**src/rtl/udp_line_writer_if.sv**
```systemverilog
// ---------------------------------------------------------------------------
// udp_line_writer_if
//   Groups the two streams that udp_line_writer sits between:
//     - the assembled UDP payload stream from the nibble-to-16-bit assembler
//       (payload_act, sys_data, sys_en)
//     - the frame-buffer write FIFO port (wr_full, wr_data, wr_en, wr_addr)
//
//   Modports:
//     slave  : the line writer (consumes payload, drives the FIFO write side)
//     master : the environment (drives payload and FIFO-full, observes writes)
// ---------------------------------------------------------------------------
interface udp_line_writer_if #(
    parameter int ADDR_W = 19
);
    logic              payload_act;
    logic [15:0]       sys_data;
    logic              sys_en;
    logic              wr_full;
    logic [15:0]       wr_data;
    logic              wr_en;
    logic [ADDR_W-1:0] wr_addr;

    modport slave (
        input  payload_act,
        input  sys_data,
        input  sys_en,
        input  wr_full,
        output wr_data,
        output wr_en,
        output wr_addr
    );

    modport master (
        output payload_act,
        output sys_data,
        output sys_en,
        output wr_full,
        input  wr_data,
        input  wr_en,
        input  wr_addr
    );
endinterface

```
**src/rtl/udp_line_writer.sv**
```systemverilog
// ---------------------------------------------------------------------------
// udp_line_writer
//   Turns the 16-bit payload words of each received UDP packet (one video
//   line per packet) into addressed pixel writes for the frame-buffer FIFO.
//   The first word of a packet is a line header: bit15 = SOF, bits[9:0] =
//   line index. The following LINE_WORDS words are pixels written to
//   line*LINE_WORDS + word index. Line/frame completion and short-packet /
//   FIFO-overflow errors are reported as one-cycle pulses.
//
//   Ports:
//     phy_clk_rx  MII receive clock, all logic on its rising edge
//     rst_n       asynchronous active-low reset
//     bus         udp_line_writer_if.slave (payload stream in, FIFO writes out)
//     line_done   pulse: line completed with exactly LINE_WORDS words
//     frame_done  pulse with line_done for line LINES-1
//     err_short   pulse: payload ended early (or sequence error)
//     err_ovf     pulse: word dropped because the FIFO was full
//     err_cnt     saturating count of error events
//
//   Optional feature macro: LINE_SEQ_CHK_EN
//     When defined, headers without SOF must carry the expected next line
//     index; a mismatching packet is dropped and reported as err_short.
// ---------------------------------------------------------------------------
module udp_line_writer #(
    parameter int LINE_WORDS = 640,
    parameter int LINES      = 480,
    parameter int ADDR_W     = 19
) (
    input  logic             phy_clk_rx,
    input  logic             rst_n,
    udp_line_writer_if.slave bus,
    output logic             line_done,
    output logic             frame_done,
    output logic             err_short,
    output logic             err_ovf,
    output logic [7:0]       err_cnt
);
    localparam int                CNT_W   = $clog2(LINE_WORDS + 1);
    localparam logic [CNT_W-1:0]  LW_C    = CNT_W'(LINE_WORDS);
    localparam logic [ADDR_W-1:0] LW_A    = ADDR_W'(LINE_WORDS);
    localparam logic [10:0]       LINES_C = 11'(LINES);
    localparam logic [9:0]        LAST_C  = 10'(LINES - 1);

    typedef enum logic [1:0] {IDLE, HDR, DATA, DROP} state_t;

    state_t            state_q, state_d;
    logic              act_q, act_d;
    logic [CNT_W-1:0]  cnt_q, cnt_d;
    logic [ADDR_W-1:0] base_q, base_d;
    logic [9:0]        line_idx_q, line_idx_d;
    logic              wr_en_q, wr_en_d;
    logic [15:0]       wr_data_q, wr_data_d;
    logic [ADDR_W-1:0] wr_addr_q, wr_addr_d;
    logic              line_done_q, line_done_d;
    logic              frame_done_q, frame_done_d;
    logic              err_short_q, err_short_d;
    logic              err_ovf_q, err_ovf_d;
    logic [7:0]        err_cnt_q, err_cnt_d;
`ifdef LINE_SEQ_CHK_EN
    logic [9:0]        exp_q, exp_d;
    logic              seq_err_q, seq_err_d;
`endif

    logic       rise, fall;
    logic [9:0] hdr_idx;
    logic       hdr_ok, hdr_seq_ok, seq_bad;
    logic [8:0] err_sum;

    always_comb begin
        state_d      = state_q;
        act_d        = bus.payload_act;
        cnt_d        = cnt_q;
        base_d       = base_q;
        line_idx_d   = line_idx_q;
        wr_en_d      = 1'b0;
        wr_data_d    = wr_data_q;
        wr_addr_d    = wr_addr_q;
        line_done_d  = 1'b0;
        frame_done_d = 1'b0;
        err_short_d  = 1'b0;
        err_ovf_d    = 1'b0;
        seq_bad      = 1'b0;
`ifdef LINE_SEQ_CHK_EN
        exp_d        = exp_q;
        seq_err_d    = seq_err_q;
`endif

        rise    = bus.payload_act & ~act_q;
        fall    = ~bus.payload_act & act_q;
        hdr_idx = bus.sys_data[9:0];
        hdr_ok  = {1'b0, hdr_idx} < LINES_C;
`ifdef LINE_SEQ_CHK_EN
        hdr_seq_ok = bus.sys_data[15] || (hdr_idx == exp_q);
`else
        hdr_seq_ok = 1'b1;
`endif

        case (state_q)
            IDLE: begin
                if (rise) state_d = HDR;
            end

            HDR: begin
                if (bus.sys_en) begin
                    if (!hdr_ok) begin
                        state_d = DROP;
                    end else if (!hdr_seq_ok) begin
                        state_d = DROP;
                        seq_bad = 1'b1;
                    end else begin
                        state_d    = DATA;
                        base_d     = ADDR_W'(hdr_idx) * LW_A;
                        cnt_d      = '0;
                        line_idx_d = hdr_idx;
`ifdef LINE_SEQ_CHK_EN
                        if (bus.sys_data[15]) exp_d = hdr_idx;
`endif
                    end
`ifdef LINE_SEQ_CHK_EN
                    seq_err_d = seq_bad;
`endif
                end
                // A packet ending here has no pixels: short unless the header
                // itself was out of range (a silent drop).
                if (fall) begin
                    err_short_d = !bus.sys_en || (state_d == DATA) || seq_bad;
                    state_d     = IDLE;
                end
            end

            DATA: begin
                if (bus.sys_en && (cnt_q < LW_C)) begin
                    if (bus.wr_full) begin
                        err_ovf_d = 1'b1;
                    end else begin
                        wr_en_d   = 1'b1;
                        wr_data_d = bus.sys_data;
                        wr_addr_d = base_q + ADDR_W'(cnt_q);
                    end
                    // Dropped words still advance so later addresses stay right.
                    cnt_d = cnt_q + CNT_W'(1);
                end
                // Completion uses cnt_d so a word arriving with the fall counts.
                if (fall) begin
                    if (cnt_d == LW_C) begin
                        line_done_d  = 1'b1;
                        frame_done_d = (line_idx_q == LAST_C);
`ifdef LINE_SEQ_CHK_EN
                        exp_d = (line_idx_q == LAST_C) ? 10'd0 : line_idx_q + 10'd1;
`endif
                    end else begin
                        err_short_d = 1'b1;
                    end
                    state_d = IDLE;
                end
            end

            DROP: begin
                if (fall) begin
`ifdef LINE_SEQ_CHK_EN
                    err_short_d = seq_err_q;
`endif
                    state_d = IDLE;
                end
            end

            default: state_d = IDLE;
        endcase

        err_sum   = {1'b0, err_cnt_q} + {8'd0, err_short_d} + {8'd0, err_ovf_d};
        err_cnt_d = err_sum[8] ? 8'hFF : err_sum[7:0];
    end

    // act_q resets high so a payload already in progress when reset is
    // released is not mistaken for a fresh rising edge.
    always_ff @(posedge phy_clk_rx or negedge rst_n) begin
        if (!rst_n) begin
            state_q      <= IDLE;
            act_q        <= 1'b1;
            cnt_q        <= '0;
            base_q       <= '0;
            line_idx_q   <= '0;
            wr_en_q      <= 1'b0;
            wr_data_q    <= '0;
            wr_addr_q    <= '0;
            line_done_q  <= 1'b0;
            frame_done_q <= 1'b0;
            err_short_q  <= 1'b0;
            err_ovf_q    <= 1'b0;
            err_cnt_q    <= '0;
`ifdef LINE_SEQ_CHK_EN
            exp_q        <= '0;
            seq_err_q    <= 1'b0;
`endif
        end else begin
            state_q      <= state_d;
            act_q        <= act_d;
            cnt_q        <= cnt_d;
            base_q       <= base_d;
            line_idx_q   <= line_idx_d;
            wr_en_q      <= wr_en_d;
            wr_data_q    <= wr_data_d;
            wr_addr_q    <= wr_addr_d;
            line_done_q  <= line_done_d;
            frame_done_q <= frame_done_d;
            err_short_q  <= err_short_d;
            err_ovf_q    <= err_ovf_d;
            err_cnt_q    <= err_cnt_d;
`ifdef LINE_SEQ_CHK_EN
            exp_q        <= exp_d;
            seq_err_q    <= seq_err_d;
`endif
        end
    end

    assign bus.wr_en   = wr_en_q;
    assign bus.wr_data = wr_data_q;
    assign bus.wr_addr = wr_addr_q;
    assign line_done   = line_done_q;
    assign frame_done  = frame_done_q;
    assign err_short   = err_short_q;
    assign err_ovf     = err_ovf_q;
    assign err_cnt     = err_cnt_q;
endmodule

```
**src/flat_wrapper.sv**
```systemverilog
// flat-port wrapper written by rule: the top's interface ports become plain ports
module udp_line_writer_flat 
#(
    parameter int LINE_WORDS = 640,
    parameter int LINES      = 480,
    parameter int ADDR_W     = 19
)
  (phy_clk_rx, rst_n, line_done, frame_done, err_short, err_ovf, err_cnt, bus_payload_act, bus_sys_data, bus_sys_en, bus_wr_full, bus_wr_data, bus_wr_en, bus_wr_addr);
  udp_line_writer_if #(.ADDR_W(ADDR_W)) bus_i ();
  input  logic phy_clk_rx;
  input  logic rst_n;
  output logic line_done;
  output logic frame_done;
  output logic err_short;
  output logic err_ovf;
  output logic [7:0] err_cnt;
  input wire logic [$bits(bus_i.payload_act)-1:0] bus_payload_act;
  input wire logic [$bits(bus_i.sys_data)-1:0] bus_sys_data;
  input wire logic [$bits(bus_i.sys_en)-1:0] bus_sys_en;
  input wire logic [$bits(bus_i.wr_full)-1:0] bus_wr_full;
  output wire logic [$bits(bus_i.wr_data)-1:0] bus_wr_data;
  output wire logic [$bits(bus_i.wr_en)-1:0] bus_wr_en;
  output wire logic [$bits(bus_i.wr_addr)-1:0] bus_wr_addr;
  assign bus_i.payload_act = bus_payload_act;
  assign bus_i.sys_data = bus_sys_data;
  assign bus_i.sys_en = bus_sys_en;
  assign bus_i.wr_full = bus_wr_full;
  assign bus_wr_data = bus_i.wr_data;
  assign bus_wr_en = bus_i.wr_en;
  assign bus_wr_addr = bus_i.wr_addr;
  udp_line_writer #(.LINE_WORDS(LINE_WORDS), .LINES(LINES), .ADDR_W(ADDR_W)) u_core (.phy_clk_rx(phy_clk_rx), .rst_n(rst_n), .bus(bus_i), .line_done(line_done), .frame_done(frame_done), .err_short(err_short), .err_ovf(err_ovf), .err_cnt(err_cnt));
endmodule
```
**config.mk**
```make
export PLATFORM = sky130hd
export DESIGN_NAME = udp_line_writer_flat
export DESIGN_NICKNAME = d
export VERILOG_FILES = /design/src/rtl/udp_line_writer_if.sv /design/src/rtl/udp_line_writer.sv /design/src/flat_wrapper.sv
export SDC_FILE = /design/constraint.sdc
export NUM_CORES = 1
export LEC_CHECK = 0
export ABC_AREA = 0
export BUFFER_PORTS_ARGS = -buffer_cell sky130_fd_sc_hd__buf_4
export CAP_MARGIN = 5
export CORE_UTILIZATION = 50
export DETAILED_ROUTE_END_ITERATION = 10
export PLACE_DENSITY = 0.72
export SLEW_MARGIN = 20
export SYNTH_ARGS = -nofsm -noshare
export SYNTH_HDL_FRONTEND = slang
export SYNTH_SLANG_ARGS = --single-unit
```
**constraint.sdc**
```tcl
create_clock -name phy_clk_rx -period 3.33 [get_ports phy_clk_rx]
set_clock_uncertainty 0.15 [all_clocks]
set_input_delay 0.333 -clock phy_clk_rx [delete_from_list [all_inputs] [get_ports phy_clk_rx]]
set_output_delay 0.333 -clock phy_clk_rx [all_outputs]
set_load 0.02 [all_outputs]
```
==> results.md, run 1 <==
Outcome:
- The run finished with clean final reports.

Cells and area:
- The share of post-route cells with drive strength above 1 is 26.01%.
- The area growth from synthesis to layout is 19.62%.
- At the end of the flow the core is filled with cells to 62.10%.
- The number of antenna repair diodes is 0.
- The count of nets after finishing is 513.

Logic synthesis:
- The number of distinct standard cells referenced by the synthesized netlist is 56.
- The post-synthesis instance total is 393.
- After synthesis, flip-flops and latches occupy 47.55% of the total area.
- In the synthesized netlist, the cells that appear most often are sky130_fd_sc_hd__dfrtp_1 (80), sky130_fd_sc_hd__nand2_1 (42), sky130_fd_sc_hd__ha_1 (25).
- The Yosys step of the flow raised 0 warnings.
- Counting flops with a built-in enable in the synthesized netlist gives 0.
- sky130_fd_sc_hd__dfrtp_1 is the most common cell in the netlist.
- The total nets after synthesis is 442.
- The synthesized area per cell is 10.85 um^2.
- The largest total area in the synthesized netlist belongs to sky130_fd_sc_hd__dfrtp_1.
- The share of synthesized area in the top cell type comes to 46.93%.
- Ranked by total cell area, the synthesized netlist is headed by sky130_fd_sc_hd__dfrtp_1 (47%), sky130_fd_sc_hd__ha_1 (7.3%), sky130_fd_sc_hd__mux2_1 (4.5%).
- The leading register cell type out of synthesis is sky130_fd_sc_hd__dfrtp_1.
- The netlist area before placement is 4265 um^2.
- The number of synthesized register bits is 81.
- Counting flops with an async set or reset pin after synthesis yields a share of 100.0%.

Place:
- Timing analysis after detailed placement gives a worst setup slack of 0.1702 ns.
- The routability-driven placement congestion ratio is 0.8976.
- The count of input and output buffers is 68.
- The placed wire-length estimate after detailed placement is 5.972 mm.

Timing:
- Based on the critical path, the design can be clocked at up to 322.5 MHz.
- At the pin with the least slew margin, the transition time is 0.8091 ns.
- The hold violation count in the final report is 0.
- The total count of max-transition violations in the final report is 0.
- Dividing the final minimum period by the clock period gives 93.12%.
- Across all setup checks in the final design, the least slack found is 0.2292 ns.
- The max-slew headroom at the worst pin is 46.06%.
- The number of failing setup endpoints in the final timing report is 0.
- The final period demand of the worst path is 3.101 ns.

Drt:
- The via-per-instance ratio is 5.514.
- The per-cell routed wire length is 14.54 um.
- The remaining antenna violation count after routing is 0.
- The first TritonRoute pass finished after 4 iterations.
- The detailed router finished its first iteration with 167 violations.
- In the routed design, unresolved DRC markers number 0.
- Detailed routing inserted a total of 3165 vias.
- The total wire length after detailed routing is 8.347 mm.

GRT:
- The aggregate global-route resource usage is 20.72%.
- The via count of the first global-routing pass is 2995.
- Entering global routing, the biggest net connects 82 pins.
- The first global-routing pass estimated 14.15 mm of wire.
- The initial antenna violation count is 0.
- Global routing finished with a remaining overflow of 0.

Flow run:
- Max-cap violations in this run came to 0.

CTS:
- The buffer depth of the longest clock path is 2.
- The clock net in this run drives a total of 81 sinks.
- In this run, CTS created clock tree buffers numbering 9.
- The H-tree generated during clock tree synthesis spans 3 levels.
- The clock insertion delay at the later pin of the skew report is 0.35 ns.
- The root buffer selected by CTS is sky130_fd_sc_hd__clkbuf_8.
- The number of post-CTS setup repair buffers is 0.
- TritonCTS built the clock tree.
- Clock-pin slew was measured on the worst setup and hold paths at 0.08 ns.

Pwr:
- Power spread over the standard cell area amounts to 729.8 nW/um^2.
- The power consumption is 3724 uW.
- Summed over all cells, the static leakage comes to 0.002428 uW.
- VDD sags by at most 0.3977 mV.

Setup path:
- The critical path is of the flip-flop to flip-flop type.
- The capturing element type of the critical path is a flip-flop.
- For the worst setup path, the data required time is 3.47 ns.
- The maximum fanout along the worst path is 8.
- The startpoint kind of the worst setup timing path is a flip-flop.
- For the worst setup path, the data arrival time is 3.24 ns.

Floorplanning:
- Row generation in the floorplan step produced 33 rows.
- The floorplan step set the die width to 94.36 um.
- The I/O pin total is 69.
- The area of the core is 8217 um^2.
- Once the floorplan was initialized, standard cells occupied 51.91% of the core.
- The die is 94.36 um tall.
- The total die area is 8904 um^2.

Worst hold path:
- The worst hold-check path type is input port to flip-flop.
sequential cells by signal (all words and copies together), names as in the netlist:
| register | cells |
|---|---|
| u_core.base_q | 10 |
| u_core.bus.wr_addr | 19 |
| u_core.bus.wr_data | 16 |
| u_core.frame_done | 1 |
| u_core.line_idx_q | 10 |
| u_core.bus.wr_en | 1 |
| u_core.act_q | 1 |
| u_core.err_ovf | 1 |
| u_core.line_done | 1 |
| u_core.cnt_q | 10 |
| u_core.err_short | 1 |
| u_core.state_q | 2 |
| u_core.err_cnt | 8 |
critical path, cell delays in order, from the launching register on:
cell	delay [ns]
sky130_fd_sc_hd__dfrtp_1	0.46
sky130_fd_sc_hd__o21a_1	0.28
sky130_fd_sc_hd__or3_4	0.42
sky130_fd_sc_hd__nor3b_1	0.16
sky130_fd_sc_hd__o2111ai_2	0.26
sky130_fd_sc_hd__o21bai_1	0.11
sky130_fd_sc_hd__fa_1	0.36
sky130_fd_sc_hd__inv_1	0.08
sky130_fd_sc_hd__ha_1	0.20
sky130_fd_sc_hd__nand2_1	0.12
sky130_fd_sc_hd__nor2_2	0.17
sky130_fd_sc_hd__nand3_2	0.15
sky130_fd_sc_hd__nand2_1	0.11
power by group:
group	switching [uW]	leakage, uW	internal [uW]	total [uW]
clock network	361	0.0000953	365	725
logic	736	0.00129	683	1420
registers	259	0.00104	1320	1580
path summary, 6_finish.rpt:
| check | startpoint | end | slack (ns) | cells after the start |
|---|---|---|---|---|
| hold / removal | bus_sys_data[12] | u_core.bus.wr_data[12]$_DFFE_PN0P_ | 0.04 | 2 |
| min in group asynchronous | rst_n | u_core.bus.wr_addr[6]$_DFFE_PN0P_ | 0.44 | 2 |
| setup / recovery | u_core.cnt_q[8]$_DFFE_PN0P_ | u_core.err_cnt[3]$_DFF_PN0_ | 0.23 | 12 |
| max in group asynchronous | rst_n | u_core.line_idx_q[5]$_DFFE_PN0P_ | 2.13 | 2 |
| setup reg to reg | u_core.cnt_q[8]$_DFFE_PN0P_ | u_core.err_cnt[3]$_DFF_PN0_ | 0.23 | 12 |
| hold reg to reg | u_core.line_idx_q[9]$_DFFE_PN0P_ | u_core.line_idx_q[9]$_DFFE_PN0P_ | 0.34 | 1 |
layout by cell type (no fill, tap or decap), types with 4 or more instances in the layout:
master                     count
sky130_fd_sc_hd__a21o_1        5
sky130_fd_sc_hd__a21oi_1      14
sky130_fd_sc_hd__buf_4        73
sky130_fd_sc_hd__clkbuf_8     10
sky130_fd_sc_hd__dfrtp_1      80
sky130_fd_sc_hd__ha_1         24
sky130_fd_sc_hd__inv_1        15
sky130_fd_sc_hd__mux2_1       17
sky130_fd_sc_hd__mux2_2       14
sky130_fd_sc_hd__mux2_4        7
sky130_fd_sc_hd__mux2i_1       4
sky130_fd_sc_hd__nand2_1      42
sky130_fd_sc_hd__nand2b_1      4
sky130_fd_sc_hd__nand3_1       7
sky130_fd_sc_hd__nand4_1       8
sky130_fd_sc_hd__nor2_1       18
sky130_fd_sc_hd__nor2b_1       4
sky130_fd_sc_hd__nor3_1       11
sky130_fd_sc_hd__o21ai_0      12
sky130_fd_sc_hd__o21ai_1      18
sky130_fd_sc_hd__o21bai_1      4
sky130_fd_sc_hd__xnor2_1      14
sky130_fd_sc_hd__xor2_1        9
cells by family after synthesis:
family,synth area share (%)
AND/OR/NAND/NOR,13.08
flip-flops,47.55
AO/OA/AOI/OAI,10.94
multiplexers,11.59
buffers and inverters,3.373
adder cells (fa/ha/maj),8.742
XOR/XNOR,4.723
metrics by stage:
step	setup TNS (ns)	area, um^2	std cells	hold slack [ns]
floorplan	0	4265	393	-0.1126
global placement	0	4870	556	0.3118
detailed placement	0	4870	556	0.3166
CTS	0	5076	573	0.03420
global route	-0.02458	5102	574	0.03399
finish	0	5102	574	0.03873
layout make-up:
cell class	count	area (um^2)
Tap cell	105	131.4
Sequential cell	81	2028
Multi-Input combinational cell	280	2107
Fill cell	687	3114
Timing Repair Buffer	76	579.3
Inverter	16	60.06
Clock buffer	11	141.4
Clock inverter	5	55.05
layer usage:
| layer | global-route usage [%] | wire length (um) | vias up |
|---|---|---|---|
| li1 | - | - | 1536 |
| met1 | 28.86 | 3926 | 1527 |
| met2 | 31.70 | 3830 | 88 |
| met3 | 3.945 | 421 | 14 |
| met4 | 8.718 | 170 | 0 |
| met5 | 0 | 0 | - |
repair_timing:
item / CTS / global route
setup endpoints to repair: 0 / 6
endpoints found under the hold margin: 1 / 80
resized for setup: 0 / 4
hold buffers: 1 / 1
(Power assumes the default switching activity.)
==> inputs of run 2 (changes only) <==
- CELL_PAD_IN_SITES_DETAIL_PLACEMENT: not set -> 1
- CELL_PAD_IN_SITES_GLOBAL_PLACEMENT: not set -> 1
- CORE_UTILIZATION: 50 -> 44
- PLACE_DENSITY: 0.72 -> 0.79
==> results.md, run 2 (same netlist as run 1, synthesis figures left out) <==
Cells and area:
- The count of nets after finishing is 515 (was 513).
- The fill cell instance count of the final layout is 1031 (was 687).
- The number of flip-flops in the largest register came to 19 (unchanged).
- The share of post-route cells with drive strength above 1 is 26.75% (was 26.01%).
- The most common cell after layout, fill and taps aside is sky130_fd_sc_hd__dfrtp_1 (unchanged).
- The area used by multi-input combinational logic is 2105 um^2 (was 2107 um^2).
- The sequential cell area in the final layout came to 2031 um^2 (was 2028 um^2).
- The area growth from synthesis to layout is 22.29% (was 19.62%).
- Leading cell types in the layout, fill and taps excluded: sky130_fd_sc_hd__dfrtp_1 (78), sky130_fd_sc_hd__buf_4 (74), sky130_fd_sc_hd__nand2_1 (42) (was sky130_fd_sc_hd__dfrtp_1 (80), sky130_fd_sc_hd__buf_4 (73), sky130_fd_sc_hd__nand2_1 (42)).
- The number of standard cells in the final layout excluding fillers is 600 (was 574).
- The number of antenna repair diodes is 0 (unchanged).

CTS:
- The number of H-tree levels was 3 (unchanged).
- The root buffer selected by CTS is sky130_fd_sc_hd__clkbuf_8 (unchanged).
- The post-CTS clock slew at the launch and capture registers of the worst setup and hold paths was 0.09 ns (was 0.08 ns).
- The buffer depth of the longest clock path is 2 (unchanged).
- The clock insertion delay at the later pin of the skew report is 0.37 ns (was 0.35 ns).
- The total clock buffers created by CTS is 9 (unchanged).
- The clock tree from TritonCTS is done (unchanged).
- The count of clock tree sinks is 81 (unchanged).

Drt:
- The via-per-instance ratio was 5.330 (was 5.514).
- The per-cell routed wire length came to 16.62 um (was 14.54 um).
- The count of routing violations after the opening detailed-route iteration is 110 (was 167).
- The count of TritonRoute iterations in the first routing pass is 4 (unchanged).
- The vias after detailed routing is 3198 (was 3165).
- The total wire length after detailed routing was 9.969 mm (was 8.347 mm).
- The remaining antenna violation count after routing is 0 (unchanged).
- The post-detailed-route DRC marker count was 0 (unchanged).

GRT:
- The aggregate global-route resource usage is 21.39% (was 20.72%).
- The via count of the first global-routing pass is 3398 (was 2995).
- The pin count of the biggest net entering global routing is 82 (unchanged).
- The first-pass GRT wire length is 16.78 mm (was 14.15 mm).
- The leftover overflow at the end of global routing was 0 (unchanged).
- The initial antenna violation count is 0 (unchanged).

Setup path:
- The endpoint required time on the critical path is 3.48 ns (was 3.47 ns).
- The path type of the worst setup path is flip-flop to flip-flop (unchanged).
- Cell breakdown of the critical path: nand2_1, or3_4, nor3b_1, o2111ai_2, o21bai_1, fa_1, inv_1, ha_1, nand2_1, nor2_1, nand3_2, nand2b_1 (was o21a_1, or3_4, nor3b_1, o2111ai_2, o21bai_1, fa_1, inv_1, ha_1, nand2_1, nor2_2, nand3_2, nand2_1).
- The startpoint kind of the worst setup timing path is a flip-flop (unchanged).
- The cell type with the highest occurrence count on the critical path is sky130_fd_sc_hd__nand2_1 (unchanged).
- The cell type of the slowest stage on the worst timing path is sky130_fd_sc_hd__dfrtp_1 (unchanged).
- The path depth of the worst reg2reg path was 12 (unchanged).
- The maximum fanout along the worst path was 7 (was 8).
- The capturing element type of the critical path is a flip-flop (unchanged).
- The delay of the slowest cell on the worst path is 0.46 ns (about the same).
- The arrival time of the worst setup path is 3.26 ns (was 3.24 ns).

Timing:
- The part of the cycle the worst path needs is 93.18% (was 93.12%).
- Setup repair after global routing left no endpoint under its margin.
- The measured slew at the worst slew-check pin is 0.7245 ns (was 0.8091 ns).
- The hold violation count in the final report came to 0 (unchanged).
- The sum of negative setup slack is 0 ns (unchanged).
- The final period demand of the worst path was 3.103 ns (was 3.101 ns).
- The fmax is 322.3 MHz (was 322.5 MHz).
- The total count of max-transition violations in the final report came to 0 (unchanged).
- The number of failing setup endpoints in the final timing report was 0 (unchanged).
- The max-slew headroom at the worst pin is 51.70% (was 46.06%).

Pwr:
- The static leakage is 0.002469 uW (was 0.002428 uW).
- The largest voltage drop on the vdd net is 0.3770 mV (was 0.3977 mV).
- The power density normalized to cell area is 759.5 nW/um^2 (was 729.8 nW/um^2).

Floorplanning:
- The y dimension of the die is 100.5 um (was 94.36 um).
- The I/O pin total is 69 (unchanged).
- The row count is 35 (was 33).
- The area of the core is 9328 um^2 (was 8217 um^2).
- The initial core utilization is 45.73% (was 51.91%).
- The total die area came to 10090 um^2 (was 8904 um^2).
- The die boundary width came to 100.5 um (was 94.36 um).

Worst hold path:
- The count of cells along the worst hold path is 2 (unchanged).
- The worst hold-check path type is input port to flip-flop (unchanged).

Outcome:
- Status: finished clean (unchanged).

Place:
- The count of input and output buffers is 68 (unchanged).
- The routability-driven placement congestion ratio is 0.9378 (was 0.8976).
- The instance count after placement with tap cells included was 582 (was 556).
- The placed wire-length estimate after detailed placement is 7.142 mm (was 5.972 mm).

Flow run:
- The max-capacitance violation count is 0 (unchanged).
[run 2: cell count changes in the layout (fill, tap and decap cells not counted), sizes merged]
cell      before  now
buf           74   76
bufinv         1    3
clkbuf        11   10
clkinvlp       2    1
[run 2: metal layers]
metal	routed length, um	global-route usage [%]	up-vias
met5	0	0	-
met4	200	8.250	0
met3	410	3.814	18
met2	4915	36.30	77
met1	4443	27.25	1568
li1	-	-	1535
[run 2: repair_timing]
item	in CTS	in global routing
endpoints found under the hold margin	1	80
resized for setup	0	5
buffers inserted	0	0
setup endpoints to repair	0	8
hold buffers	1	1
[run 2: power breakdown]
part / total, uW / internal (uW) / switching [uW]
clock network: 907 / 521 / 386
logic: 1470 / 688 / 785
registers: 1580 / 1320 / 261
[run 2: worst max-delay path, delay by kind of cell, from the launching register on]
family                     cells  cell delay (ns)
adders and majority gates      2             0.58
AOI/OAI and AO/OA              2             0.39
and+or+nand+nor                7             1.37
DFF                            1             0.46
buffers and inverters          1             0.09
[run 2: path summary, 6_finish.rpt]
| check | startpoint | endpoint | slack (ns) |
|---|---|---|---|
| hold / removal | bus_sys_data[11] | u_core.bus.wr_data[11]$_DFFE_PN0P_ | 0.02 |
| hold reg to reg | u_core.bus.wr_addr[16]$_DFFE_PN0P_ | u_core.bus.wr_addr[16]$_DFFE_PN0P_ | 0.34 |
| setup / recovery | u_core.cnt_q[1]$_DFFE_PN0P_ | u_core.err_cnt[1]$_DFF_PN0_ | 0.23 |
| max in group asynchronous | rst_n | u_core.cnt_q[0]$_DFFE_PN0P_ | 2.09 |
| min in group asynchronous | rst_n | u_core.bus.wr_addr[0]$_DFFE_PN0P_ | 0.42 |
| setup reg to reg | u_core.cnt_q[1]$_DFFE_PN0P_ | u_core.err_cnt[1]$_DFF_PN0_ | 0.23 |
[run 2: metrics by stage]
| step | hold WS, ns | util, % | setup slack [ns] | power, uW | area (um^2) |
|---|---|---|---|---|---|
| after floorplan | -0.1126 | - | 0.4003 | 2460 | 4265 |
| after detailed placement | 0.3136 | 52.82 | 0.08395 | 3073 | 4927 |
| final | 0.02171 | 55.92 | 0.2273 | 3962 | 5216 |
| after CTS | 0.02136 | 55.64 | 0.04256 | 3997 | 5190 |
| after global placement | 0.3093 | 52.82 | 0.2898 | 2995 | 4927 |
| after global routing | 0.03927 | 55.92 | 0.008360 | 4209 | 5216 |
[run 2: final cells by class]
type | instances | area share (%)
flip-flops and latches | 81 | 38.93
inverters | 16 | 1.151
repair buffers | 78 | 11.63
multi-input cells | 280 | 40.35
well taps | 129 | 3.094
clock buffers | 10 | 2.639
clock inverters | 6 | 2.207
==> inputs of run 3 (changes only) <==
- CTS_CLUSTER_DIAMETER: not set -> 40
- PLACE_DENSITY: 0.79 -> not set
- PLACE_DENSITY_LB_ADDON: not set -> 0.15
==> results.md, run 3 (same netlist as run 1, synthesis figures left out) <==
Outcome:
- Status: finished clean (unchanged).

Worst hold path:
- The worst-case hold path end point is u_core.bus.wr_data[12]$_DFFE_PN0P_ (was u_core.bus.wr_data[11]$_DFFE_PN0P_).
- The worst hold-check path type is input port to flip-flop (unchanged).
- The worst min-delay path startpoint was bus_sys_data[12] (was bus_sys_data[11]).
- The count of cells along the worst hold path is 2 (unchanged).

Floorplanning:
- The row count is 35 (unchanged).
- The area of the core is 9328 um^2 (unchanged).
- The die boundary width was 100.5 um (unchanged).
- The I/O pin total came to 69 (unchanged).
- The initial core utilization is 45.73% (unchanged).
- The y dimension of the die is 100.5 um (unchanged).
- The total die area was 10090 um^2 (unchanged).

Place:
- The placed standard-cell area is 4922 um^2 (was 4927 um^2).
- The routability-driven placement congestion ratio was 0.8870 (was 0.9378).
- The count of input and output buffers is 68 (unchanged).
- The placed wire-length estimate after detailed placement was 7.101 mm (was 7.142 mm).

CTS:
- The count of clock tree sinks is 81 (unchanged).
- The number of H-tree levels came to 3 (unchanged).
- The root buffer selected by CTS is sky130_fd_sc_hd__clkbuf_8 (unchanged).
- The clock tree from TritonCTS is done (unchanged).
- The total clock buffers created by CTS came to 9 (unchanged).
- The post-CTS clock slew at the launch and capture registers of the worst setup and hold paths was 0.08 ns (was 0.09 ns).
- The buffer depth of the longest clock path is 2 (unchanged).
- The clock insertion delay at the later pin of the skew report is 0.35 ns (was 0.37 ns).

Cells and area:
- The cell area after layout is 5177 um^2 (was 5216 um^2).
- The most common cell after layout, fill and taps aside is sky130_fd_sc_hd__dfrtp_1 (unchanged).
- The count of nets after finishing is 516 (was 515).
- The area growth from synthesis to layout is 21.38% (was 22.29%).
- The number of flip-flops in the largest register is 19 (unchanged).
- The number of antenna repair diodes is 0 (unchanged).
- The share of post-route cells with drive strength above 1 is 26.69% (was 26.75%).
- Leading cell types in the layout, fill and taps excluded: sky130_fd_sc_hd__dfrtp_1 (77), sky130_fd_sc_hd__buf_4 (76), sky130_fd_sc_hd__nand2_1 (42) (was sky130_fd_sc_hd__dfrtp_1 (78), sky130_fd_sc_hd__buf_4 (74), sky130_fd_sc_hd__nand2_1 (42)).
- The fill cell instance count of the final layout is 1039 (was 1031).

Timing:
- The hold violation count in the final report came to 0 (unchanged).
- The final period demand of the worst path is 3.124 ns (was 3.103 ns).
- Unrepaired setup endpoints after global routing: no (unchanged).
- The number of failing setup endpoints in the final timing report is 0 (unchanged).
- The part of the cycle the worst path needs came to 93.83% (was 93.18%).
- The fmax is 320.1 MHz (was 322.3 MHz).
- The measured slew at the worst slew-check pin is 0.7442 ns (was 0.7245 ns).
- The max-slew headroom at the worst pin is 50.39% (was 51.70%).
- The total count of max-transition violations in the final report is 0 (unchanged).
- The sum of negative setup slack is 0 ns (unchanged).

GRT:
- The via count of the first global-routing pass is 3356 (was 3398).
- The met2 usage is 35.19% (was 36.30%).
- The pin count of the biggest net entering global routing is 82 (unchanged).
- The fraction of met1 tracks used by global routing came to 28.02% (was 27.25%).
- The leftover overflow at the end of global routing is 0 (unchanged).
- The initial antenna violation count is 0 (unchanged).
- The first-pass GRT wire length is 16.69 mm (was 16.78 mm).
- The aggregate global-route resource usage came to 21.30% (was 21.39%).
- The met3 usage is 4.508% (was 3.814%).
- The busiest layer in global routing is met2 (unchanged).

Setup path:
- The cell type with the highest occurrence count on the critical path is sky130_fd_sc_hd__nand2_1 (unchanged).
- The category of cells accounting for the largest share of critical-path delay is simple AND/OR/NAND/NOR gates (unchanged).
- The end of the worst register-to-register path was u_core.err_cnt[1]$_DFF_PN0_ (unchanged).
- The startpoint kind of the worst setup timing path is a flip-flop (unchanged).
- The maximum fanout along the worst path came to 7 (unchanged).
- The arrival time of the worst setup path is 3.26 ns (about the same).
- The cell type of the slowest stage on the worst timing path is sky130_fd_sc_hd__dfrtp_1 (unchanged).
- The path depth of the worst reg2reg path is 12 (unchanged).
- The delay of the slowest cell on the worst path came to 0.45 ns (was 0.46 ns).
- Cell breakdown of the critical path: nand2_1, or3_4, nor3b_1, o2111ai_2, o21bai_1, fa_1, inv_1, ha_1, nand2_1, nor2_1, nand3_2, nand2b_1 (unchanged).
- The source of the worst register-to-register timing path is u_core.cnt_q[1]$_DFFE_PN0P_ (unchanged).
- The count of buffer and inverter cells on the critical path is 1 (unchanged).
- The worst setup slack for register-to-register paths is 0.21 ns (was 0.23 ns).
- The path type of the worst setup path is flip-flop to flip-flop (unchanged).
- The endpoint required time on the critical path is 3.47 ns (was 3.48 ns).
- The capturing element type of the critical path is a flip-flop (unchanged).

Drt:
- The via-per-instance ratio was 5.306 (was 5.330).
- The count of TritonRoute iterations in the first routing pass is 5 (was 4).
- The per-cell routed wire length is 16.41 um (was 16.62 um).
- The remaining antenna violation count after routing came to 0 (unchanged).
- The count of routing violations after the opening detailed-route iteration is 64 (was 110).
- The total wire length after detailed routing was 9.861 mm (was 9.969 mm).
- The vias after detailed routing was 3189 (was 3198).
- The post-detailed-route DRC marker count is 0 (unchanged).

Pwr:
- The largest voltage drop on the vdd net is 0.3856 mV (was 0.3770 mV).
- The power density normalized to cell area is 742.7 nW/um^2 (was 759.5 nW/um^2).
- The static leakage came to 0.002454 uW (was 0.002469 uW).

Flow run:
- The max-capacitance violation count came to 0 (unchanged).
-- run 3: worst register-to-register path, cell delays in order (launching register included) --
cell	delay, ns
sky130_fd_sc_hd__dfrtp_1	0.45
sky130_fd_sc_hd__nand2_1	0.22
sky130_fd_sc_hd__or3_4	0.44
sky130_fd_sc_hd__nor3b_1	0.16
sky130_fd_sc_hd__o2111ai_2	0.26
sky130_fd_sc_hd__o21bai_1	0.12
sky130_fd_sc_hd__fa_1	0.37
sky130_fd_sc_hd__inv_1	0.09
sky130_fd_sc_hd__ha_1	0.21
sky130_fd_sc_hd__nand2_1	0.12
sky130_fd_sc_hd__nor2_1	0.20
sky130_fd_sc_hd__nand3_2	0.17
sky130_fd_sc_hd__nand2b_1	0.11
-- run 3: worst max-delay path by stage --
stage	startpoint	end	slack, ns	depth (start not counted)
2_1_floorplan	u_core.cnt_q[7]$_DFFE_PN0P_	u_core.err_cnt[1]$_DFF_PN0_	0.40	13
3_3_place_gp	u_core.cnt_q[0]$_DFFE_PN0P_	u_core.err_cnt[1]$_DFF_PN0_	0.33	12
3_5_place_dp	u_core.cnt_q[0]$_DFFE_PN0P_	u_core.err_cnt[3]$_DFF_PN0_	0.11	12
4_1_cts	u_core.cnt_q[3]$_DFFE_PN0P_	u_core.err_cnt[4]$_DFF_PN0_	0.07	12
5_1_grt	u_core.cnt_q[1]$_DFFE_PN0P_	u_core.err_cnt[3]$_DFF_PN0_	0.009	12
6_report	u_core.cnt_q[1]$_DFFE_PN0P_	u_core.err_cnt[1]$_DFF_PN0_	0.21	12
-- run 3: power by group --
| part | total, uW | switching (uW) | internal, uW |
|---|---|---|---|
| Sequential | 1580 | 261 | 1320 |
| Combinational | 1460 | 770 | 688 |
| Clock | 805 | 363 | 442 |
-- run 3: routing by layer --
metal / vias to the layer above / wire length (um)
met2: 74 / 4694
li1: 1531 / -
met5: - / 0
met4: 0 / 119
met3: 11 / 382
met1: 1573 / 4666
-- run 3: per-stage QoR --
stage | util (%) | worst slack [ns] | hold WS, ns | instances | total power (uW)
2_1_floorplan | - | 0.4003 | -0.1126 | 393 | 2460
3_3_place_gp | 52.77 | 0.3274 | 0.3100 | 583 | 3002
3_5_place_dp | 52.77 | 0.1086 | 0.3142 | 583 | 3065
4_1_cts | 55.24 | 0.07491 | 0.03254 | 600 | 3884
5_1_grt | 55.51 | 0.008503 | 0.03405 | 601 | 4100
6_report | 55.51 | 0.2056 | 0.04318 | 601 | 3845
-- run 3: final cells by class --
type	instances	area, um^2	share of cell area (%)
multi-input cells	280	2102	40.60
flip-flops and latches	81	2032	39.25
repair buffers	79	601.8	11.62
well taps	129	161.4	3.117
clock buffers	11	141.4	2.731
clock inverters	5	78.83	1.522
inverters	16	60.06	1.160
-- run 3: what timing repair did --
| action | 4_1_cts | 5_1_grt |
|---|---|---|
| endpoints found under the hold margin | 1 | 80 |
| setup endpoints to repair | 0 | 7 |
| hold buffers | 1 | 1 |
| setup buffers | 0 | 0 |
| resized for setup | 0 | 5 |
